==> config.mk <==
export PLATFORM = sky130hd
export DESIGN_NAME = intr_src_conditioner
export DESIGN_NICKNAME = d
export VERILOG_FILES = /design/src/rtl/intr_src_conditioner.sv
export SDC_FILE = /design/constraint.sdc
export NUM_CORES = 1
export LEC_CHECK = 0
export ABC_CLOCK_PERIOD_IN_PS = 1220
export CORE_AREA = 2 2 39 41
export CTS_CLUSTER_DIAMETER = 60
export DETAILED_ROUTE_END_ITERATION = 6
export DIE_AREA = 0 0 41 43
export GPL_TIMING_DRIVEN = 0
export PLACE_DENSITY_LB_ADDON = 0.08
export SYNTH_ARGS = -nofsm -noshare
export SYNTH_HDL_FRONTEND = slang
export SYNTH_SLANG_ARGS = --single-unit
==> constraint.sdc <==
create_clock -name clk_i -period 1.22 [get_ports clk_i]
set_input_delay 0.366 -clock clk_i [delete_from_list [all_inputs] [get_ports clk_i]]
set_output_delay 0.366 -clock clk_i [all_outputs]
set_load 0.02 [all_outputs]
==> src/rtl/intr_src_conditioner.sv <==
// rtl/intr_src_conditioner.sv - synchronise, filter, invert and level/edge-condition raw interrupt lines
module intr_src_conditioner #(
  parameter int                   num_src_p       = 2,
  parameter int                   sync_stages_p   = 2,
  parameter int                   filter_cycles_p = 4,
  parameter int                   pulse_cycles_p  = 4,
  parameter logic [num_src_p-1:0] edge_mask_p     = '0,
  parameter logic [num_src_p-1:0] invert_mask_p   = '0
) (
  input  logic                 clk_i,
  input  logic                 reset_i,
  input  logic [num_src_p-1:0] intr_raw_i,
  output logic [num_src_p-1:0] intr_src_o,
  output logic [num_src_p-1:0] dropped_o
);

  localparam int cw = $clog2(filter_cycles_p + 1);
  localparam int pw = $clog2(pulse_cycles_p + 1);
  localparam logic [cw-1:0] c_last = cw'(filter_cycles_p - 1);
  localparam logic [pw-1:0] p_load = pw'(pulse_cycles_p);

  if (sync_stages_p < 2) begin : g_chk_sync
    $error("intr_src_conditioner: sync_stages_p must be at least 2");
  end
  if (filter_cycles_p < 1) begin : g_chk_filter
    $error("intr_src_conditioner: filter_cycles_p must be at least 1");
  end
  if (pulse_cycles_p < 1) begin : g_chk_pulse
    $error("intr_src_conditioner: pulse_cycles_p must be at least 1");
  end

  for (genvar i = 0; i < num_src_p; i++) begin : g_src
    logic [sync_stages_p-1:0] sync_q;
    logic                     s;
    logic                     f_q, f_d;
    logic [cw-1:0]            c_q, c_d;

    // Metastability chain: bit 0 takes the raw pin, the top bit is the clean sample.
    always_ff @(posedge clk_i or posedge reset_i) begin
      if (reset_i) sync_q <= '0;
      else         sync_q <= {sync_q[sync_stages_p-2:0], intr_raw_i[i]};
    end

    // Polarity is applied after the chain, so an active-low pin still waits out the full latency after reset.
    assign s = sync_q[sync_stages_p-1] ^ invert_mask_p[i];

    // Filter next state: accept a new value only after filter_cycles_p consecutive differing samples.
    always_comb begin
      f_d = f_q;
      c_d = '0;
      if (s != f_q) begin
        if (c_q == c_last) f_d = s;
        else               c_d = c_q + cw'(1);
      end
    end

    // Filter state registers.
    always_ff @(posedge clk_i or posedge reset_i) begin
      if (reset_i) begin
        f_q <= 1'b0;
        c_q <= '0;
      end else begin
        f_q <= f_d;
        c_q <= c_d;
      end
    end

    if (edge_mask_p[i]) begin : g_edge
      logic          rise;
      logic [pw-1:0] p_q, p_d;
      logic          out_q, drop_q;

      assign rise = ~f_q & f_d;

      // Stretch counter: a rise (re)loads the full width, otherwise count down to idle.
      always_comb begin
        p_d = p_q;
        if (rise)            p_d = p_load;
        else if (p_q != '0)  p_d = p_q - pw'(1);
      end

      // Output and drop flags are registered from next-state so they align with the reload edge.
      always_ff @(posedge clk_i or posedge reset_i) begin
        if (reset_i) begin
          p_q    <= '0;
          out_q  <= 1'b0;
          drop_q <= 1'b0;
        end else begin
          p_q    <= p_d;
          out_q  <= (p_d != '0);
          // A rise on the last pulse cycle is a seamless extension, not a merged event.
          drop_q <= rise && (p_q > pw'(1));
        end
      end

      assign intr_src_o[i] = out_q;
      assign dropped_o[i]  = drop_q;
    end else begin : g_level
      assign intr_src_o[i] = f_q;
      assign dropped_o[i]  = 1'b0;
    end
  end

endmodule

==> results.md, run 1 <==
- Clock network power share: 19.6%
- Row cnt: 14
- Remaining DRCs: 0
- Final setup skew: 0.0001543 ns
- Status: finished, final reports clean
- Pwr dens: 2076 mW/mm^2
- First drt pass iteration count: 1
- WL final: 604 um
- Crit path max-delay cell type: dfrtp_1
- H-tree levels: 1
- Syn. warnings: 0
- Overall power: 1.205 mW
- Hold Path Origin: g_src[1].sync_q[0]
- Max-cap violations: 0
- Top-area cell type share of the netlist area: 62.34%
- Layout Utilization: 41.95%
- Psw: 0.3457 mW
- Final setup fails: 0
- Worst R2R Setup Slack: 0.08 ns
- Min-Delay Path Depth: 0
- Synth top area cells: dfrtp_1 (62%), buf_4 (6.2%), mux2_4 (6.2%)
- CTS tree: yes
- Final period util: 94.80%
- Routed vias: 239
- Fillers: 134
- Hold EP: g_src[1].sync_q[1]
- Yosys top cell by area: dfrtp_1
- Worst flop-to-flop path endpoint: g_src[1].f_q
- Comb pwr share: 35.6%
- Synth Instances: 32
- Effective utilization at floorplan: 34.81%
- Avg WL per Cell: 10.60 um
- Seq/Total Area, Yosys: 62.34%
- Synthesized flop and latch total: 12
- Element type at the critical path end: output port
- GRT Residual Overflow: 0
- Worst path cell trace: buf_6
- Remaining antenna violation count: 0
- Final hold viol count: 0
- CTS buffer count: 3
- Fmax: 864.7 MHz
- CP startpoint kind: register
- Gpl congestion: 0.6037
- First DRT Iteration DRCs: 0
- Final Max Slew Viols: 0
- Final Critical Period: 1.157 ns
- Buffers plus inverters on the worst setup path: 1
- PortBufs: 5
- Post-CTS Hold Buffers: 0
- CTS max path bufs: 2
- Pin count of the biggest net entering global routing: 13
- Distinct cells, synth: 12
- Req. time, crit path: 0.85 ns
- Die Span X: 41 um
- Vias in the first global route: 258
- Antenna cells: 0
- Internal Power: 0.8596 mW
- Reg2Reg Launch Point: g_src[1].c_q[0]
- Root buffer cell: clkbuf_4
- Antenna violations before repair: 0
- Die area: 0.001763 sq mm
- CORE AREA: 0.001384 sq mm
- Worst Path Class, Setup: register to output port
- Vias/cell: 4.193
- Clock-pin slew on the worst setup and hold paths: 0.07 ns
- First-pass GRT wire length: 1110 um
- Clock Latency Late Sink: 0.27 ns
- # IOs: 8
- Critical path's top delay family: flip-flops
- Critical Path Fanout Max: 2
- Slowest stage delay, CP: 0.39 ns
- Switching share of power: 28.68%
- Clk sinks: 12
- P_leak: 0.2780 nW
- RSZ-0062 raised after global routing: false
- Worst r2r path cells: 3
- Gr usage total: 10.32%
- Die Span Y: 43 um
- P&R area growth vs syn: 20.52%
- # nets final: 49
- Flop pwr share: 44.7%
- Worst EP arrival: 0.79 ns
- VDD IR max: 678.3 uV
- Synthesized area: 481.7 sq um
- Layout cells sized above 1: 34.15%
- Avg Inst Size Synth: 15.05 sq um
- HP Class: register to register
==> worst max-delay path by stage <==
| stage | start | endpoint | slack (ns) | cells after the start |
|---|---|---|---|---|
| global placement | g_src[1].f_q | intr_src_o[1] | -0.21 | 2 |
| finish | g_src[1].f_q | intr_src_o[1] | 0.06 | 1 |
| CTS | g_src[1].f_q | intr_src_o[1] | 0.04 | 1 |
| detailed placement | g_src[0].f_q | intr_src_o[0] | -0.22 | 2 |
| global route | g_src[0].f_q | intr_src_o[0] | 0.03 | 1 |
| floorplan | g_src[1].c_q[0] | g_src[1].f_q | 0.12 | 3 |
==> final cells by class <==
cell class | count | area [sq um] | area share (%)
clock buffers | 3 | 22.52 | 3.879
repair buffers | 7 | 67.56 | 11.64
plain buffers | 2 | 15.01 | 2.586
well taps | 16 | 20.02 | 3.448
flip-flops and latches | 12 | 300.3 | 51.72
multi-input cells | 16 | 151.4 | 26.08
inverters | 1 | 3.754 | 0.6466
==> metrics by stage <==
stage               instances  TNS, ns  hold WS (ns)  setup WS [ns]  area [sq um]
finish                     57        0        0.3494        0.06348         580.6
detailed placement         54  -0.4317        0.3362        -0.2162         555.5
global route               57        0        0.3725        0.02737         580.6
floorplan                  33        0        0.2307         0.1189         485.5
CTS                        57        0        0.3532        0.04423         580.6
global placement           54  -0.4154        0.3342        -0.2100         555.5
==> cells in the final DEF (no fill, tap or decap) <==
cell | netlist | final
dfrtp_1 | 12 | 12
buf_4 | 4 | 4
clkbuf_4 | 0 | 3
clkdlybuf4s50_1 | 0 | 3
nor2b_4 | 2 | 2
mux2_4 | 2 | 2
xnor2_1 | 2 | 2
nor3_1 | 2 | 2
nor3b_1 | 2 | 2
ha_1 | 2 | 2
conb_1 | 1 | 2
buf_6 | 0 | 2
nor2b_1 | 1 | 1
nor3b_2 | 1 | 1
inv_1 | 1 | 1
==> flip-flops by register name (all words and copies together) (netlist names) <==
| signal | cells |
|---|---|
| g_src.f_q | 2 |
| g_src.sync_q | 4 |
| g_src.c_q | 6 |
==> kinds of logic (layout without fill, tap and decap cells) <==
| logic type | Yosys count | in the layout | synth area share [%] |
|---|---|---|---|
| flops | 12 | 12 | 62.34 |
| simple gates | 8 | 8 | 14.81 |
| buf+inv | 5 | 13 | 7.012 |
| fa+ha+maj | 2 | 2 | 5.194 |
| xor+xnor | 2 | 2 | 3.637 |
| mux | 2 | 2 | 6.234 |
| other cells | 1 | 2 | 0.7785 |
==> metal layers <==
metal  track usage, %  wire length (um)  vias to the layer above  part of all wire [%]
met3            4.712                34                        4                   5.6
met2            11.88               261                        7                    43
met5                0                 0                        -                     0
met4            10.00                29                        0                   4.8
li1                 -                 -                      115                     -
met1            13.27               278                      113                    46
==> Yosys cell counts <==
| cell | n |
|---|---|
| dfrtp_1 | 12 |
| buf_4 | 4 |
| ha_1 | 2 |
| mux2_4 | 2 |
| nor2b_4 | 2 |
| nor3_1 | 2 |
| nor3b_1 | 2 |
| xnor2_1 | 2 |
| conb_1 | 1 |
| inv_1 | 1 |
| nor2b_1 | 1 |
| nor3b_2 | 1 |
==> power by group through the flow <==
stage                     combinational [mW]  sequential [mW]  clock [mW]
after global routing                   0.478            0.550       0.271
after detailed placement               0.411            0.559           0
after global placement                 0.398            0.553           0
final                                  0.429            0.539       0.237
after CTS                              0.438            0.541       0.252
after floorplan                        0.310            0.544           0
==> what timing repair did <==
action / 4_1_cts / 5_1_grt
endpoints found under the setup margin: 2 / 0
buffers inserted: 2 / 0
hold endpoints to repair: 0 / 0
resized for setup: 12 / 0
==> worst register-to-register path: stages (launching register included) <==
cell and delay (ns):
dfrtp_1 0.38, ha_1 0.23, nor2b_4 0.14, mux2_4 0.29
(Power assumes the default switching activity.)
==> inputs of run 2 (changes only) <==
--- a/config.mk
+++ b/config.mk
@@ -10,7 +10,9 @@
 export CTS_CLUSTER_DIAMETER = 60
 export DETAILED_ROUTE_END_ITERATION = 6
 export DIE_AREA = 0 0 41 43
+export GPL_ROUTABILITY_DRIVEN = 0
 export GPL_TIMING_DRIVEN = 0
+export HOLD_SLACK_MARGIN = 0.05
 export PLACE_DENSITY_LB_ADDON = 0.08
 export SYNTH_ARGS = -nofsm -noshare
 export SYNTH_HDL_FRONTEND = slang
==> results of run 2 <==
Final layout, timing and power as in run 1 (identical DEF).
==> inputs of run 3 (changes only) <==
--- a/config.mk
+++ b/config.mk
@@ -5,7 +5,7 @@
 export SDC_FILE = /design/constraint.sdc
 export NUM_CORES = 1
 export LEC_CHECK = 0
-export ABC_CLOCK_PERIOD_IN_PS = 1220
+export ABC_CLOCK_PERIOD_IN_PS = 1000
 export CORE_AREA = 2 2 39 41
 export CTS_CLUSTER_DIAMETER = 60
 export DETAILED_ROUTE_END_ITERATION = 6
==> constraint.sdc (replaced) <==
create_clock -name clk_i -period 1 [get_ports clk_i]
set_input_delay 0.3 -clock clk_i [delete_from_list [all_inputs] [get_ports clk_i]]
set_output_delay 0.3 -clock clk_i [all_outputs]
set_load 0.02 [all_outputs]
==> run 3 against run 2 <==
Compared with the run above: total power up 42%; the flow now finishes with violations (negative setup slack); register-to-register slack lost 0.22 ns; cell count is 11% higher; wire length up 10%; largest power group is now combinational logic; hold slack got worse by 0.018 ns; design area rose by 16%; first-iteration DRC count up 2; clock-buffer cell count is the same; die area unchanged; setup slack lost 0.24 ns; clock power rose by 14%; critical endpoint unchanged; sequential share of layout area decreased by 7.2 points.
==> results.md, run 3 (synthesized netlist as in run 1, its figures left out) <==
- Worst EP arrival: 0.88 ns (+0.09 ns)
- CTS buffer count: 3 (unchanged)
- Slowest stage delay, CP: 0.39 ns (about the same)
- First-pass GRT wire length: 1055 um (-5.0%)
- Die Span Y: 43 um (unchanged)
- Effective utilization at floorplan: 34.81% (unchanged)
- RSZ-0062 raised after global routing: true
- # nets final: 55 (+12%)
- Met2 WL: 394 um (+51%)
- Failing checks: negative setup slack
- Critical path's top delay family: flip-flops
- Row cnt: 14 (unchanged)
- Element type at the critical path end: output port
- Clk sinks: 12 (unchanged)
- GRT Residual Overflow: 0 (unchanged)
- P&R area growth vs syn: 40.00%
- Biggest register: g_src.c_q
- # IOs: 8 (unchanged)
- VDD IR max: 1285 uV (+89%)
- Crit path max-delay cell type: dfrtp_1
- Placement Setup Slack: -0.3690 ns (-0.1529 ns)
- Root buffer cell: clkbuf_4
- Final setup fails: 5 (+5)
- WL final: 666 um (+10%)
- CORE AREA: 0.001384 sq mm (unchanged)
- Routed vias: 268 (+12%)
- Die area: 0.001763 sq mm (unchanged)
- Worst path cell trace: buf_6 -> buf_6
- Fmax: 848.9 MHz
- Pin count of the biggest net entering global routing: 13 (unchanged)
- PortBufs: 5 (unchanged)
- Min setup slack post-route: -0.1780 ns (-0.2414 ns)
- Setup TNS: -0.5136 ns (-0.5136 ns)
- Clock-pin slew on the worst setup and hold paths: 0.06 ns (about the same)
- Layout cells sized above 1: 55.32% (+21 points)
- Number of flip-flops under the largest register name: 6 (unchanged)
- Final period util: 117.8%
- Remaining DRCs: 0 (unchanged)
- Max-cap violations: 0 (unchanged)
- Final Max Slew Viols: 0 (unchanged)
- Vias in the first global route: 265 (+2.7%)
- Final setup skew: 0.0001842 ns (+0.00002998 ns)
- Req. time, crit path: 0.70 ns (-0.15 ns)
- Most used cell, CP: buf_6
- First drt pass iteration count: 4 (+3)
- Critical Path Fanout Max: 2 (unchanged)
- Met1 Wirelength: 239 um (-14%)
- Post-CTS Hold Buffers: 0 (unchanged)
- CTS max path bufs: 2 (unchanged)
- P_leak: 0.3237 nW (+16%)
- HP Class: primary input to async pin
- Avg WL per Cell: 10.57 um (-0.24%)
- Clock Latency Late Sink: 0.26 ns (about the same)
- Highest-count cells in the layout ignoring fill and taps: dfrtp_1 (12), buf_4 (8), buf_6 (4)
- Metal3 WL: 21 um (-38%)
- First DRT Iteration DRCs: 2 (+2)
- Antenna violations before repair: 0 (unchanged)
- Status: finished with violations
- Gr usage total: 9.836% (-0.48 points)
- Buffers plus inverters on the worst setup path: 2 (+1)
- Final hold viol count: 0 (unchanged)
- Worst Path Class, Setup: register to output port
- Final Critical Period: 1.178 ns
- Remaining antenna violation count: 0 (unchanged)
- H-tree levels: 1 (unchanged)
- Top Layer Used: met4
- CTS tree: yes
- Largest regs: g_src.c_q x6, g_src.sync_q x4, g_src.f_q x2
- Commonest non-fill, non-tap cell in the layout: dfrtp_1
- Antenna cells: 0 (unchanged)
- Pwr dens: 2545 mW/mm^2 (+23%)
- Vias/cell: 4.254 (+1.5%)
- CP startpoint kind: register
- Die Span X: 41 um (unchanged)
[run 3: cell count changes in the layout (fill, tap and decap cells not counted)]
| cell | change |
|---|---|
| buf_6 | +2 |
| ha_1 | -2 |
| nor3b_1 | -2 |
| xnor2_1 | -2 |
| buf_4 | +4 |
| ha_2 | +2 |
| xnor2_2 | +1 |
| nor3b_2 | +2 |
| xnor2_4 | +1 |
[run 3: report_power, final]
| part | switching [mW] | leakage, nW | internal (mW) |
|---|---|---|---|
| registers | 0.0657 | 0.150 | 0.600 |
| clock network | 0.132 | 0.0138 | 0.139 |
| logic | 0.290 | 0.160 | 0.490 |
[run 3: per-layer routing]
| layer | vias up | GRT usage, % |
|---|---|---|
| li1 | 129 | - |
| met1 | 132 | 10.31 |
| met2 | 5 | 15.00 |
| met3 | 2 | 3.141 |
| met4 | 0 | 8.000 |
| met5 | - | 0 |
[run 3: worst paths after layout]
path                       slack [ns]               start                 end  cells after the start
max                             -0.18        g_src[1].f_q       intr_src_o[1]                      2
min                              0.33             reset_i  g_src[1].sync_q[0]                      2
max reg2reg                     -0.14     g_src[0].c_q[0]        g_src[0].f_q                      3
min reg2reg                      0.35  g_src[0].sync_q[0]  g_src[0].sync_q[1]                      0
max in group asynchronous        0.37             reset_i        g_src[0].f_q                      2
min in group clk_i               0.35  g_src[0].sync_q[0]  g_src[0].sync_q[1]                      0
[run 3: timing repair]
action / in CTS / in global routing
setup buffers: 3 / 4
pin swaps: 1 / 2
setup endpoints to repair: 5 / 9
gates resized for setup: 16 / 3
[run 3: metrics by stage]
stage	cell area [sq um]	hold slack, ns	util (%)	std cells	total power [mW]
2_1_floorplan	490.5	0.1647	-	33	1.048
3_3_place_gp	560.5	0.3342	40.51	54	1.166
3_5_place_dp	560.5	0.3387	40.51	54	1.193
4_1_cts	624.3	0.3358	45.12	59	1.610
5_1_grt	674.4	0.3721	48.73	63	1.828
6_report	674.4	0.3316	48.73	63	1.716
[run 3: cell type report]
class / count / area [sq um]
sequential: 12 / 300.3
fill: 129 / 709.4
buffer: 3 / 26.28
timing repair buffer: 12 / 108.9
multi-input combinational: 16 / 192.7
clock buffer: 3 / 22.52
inverter: 1 / 3.754
tap: 16 / 20.02
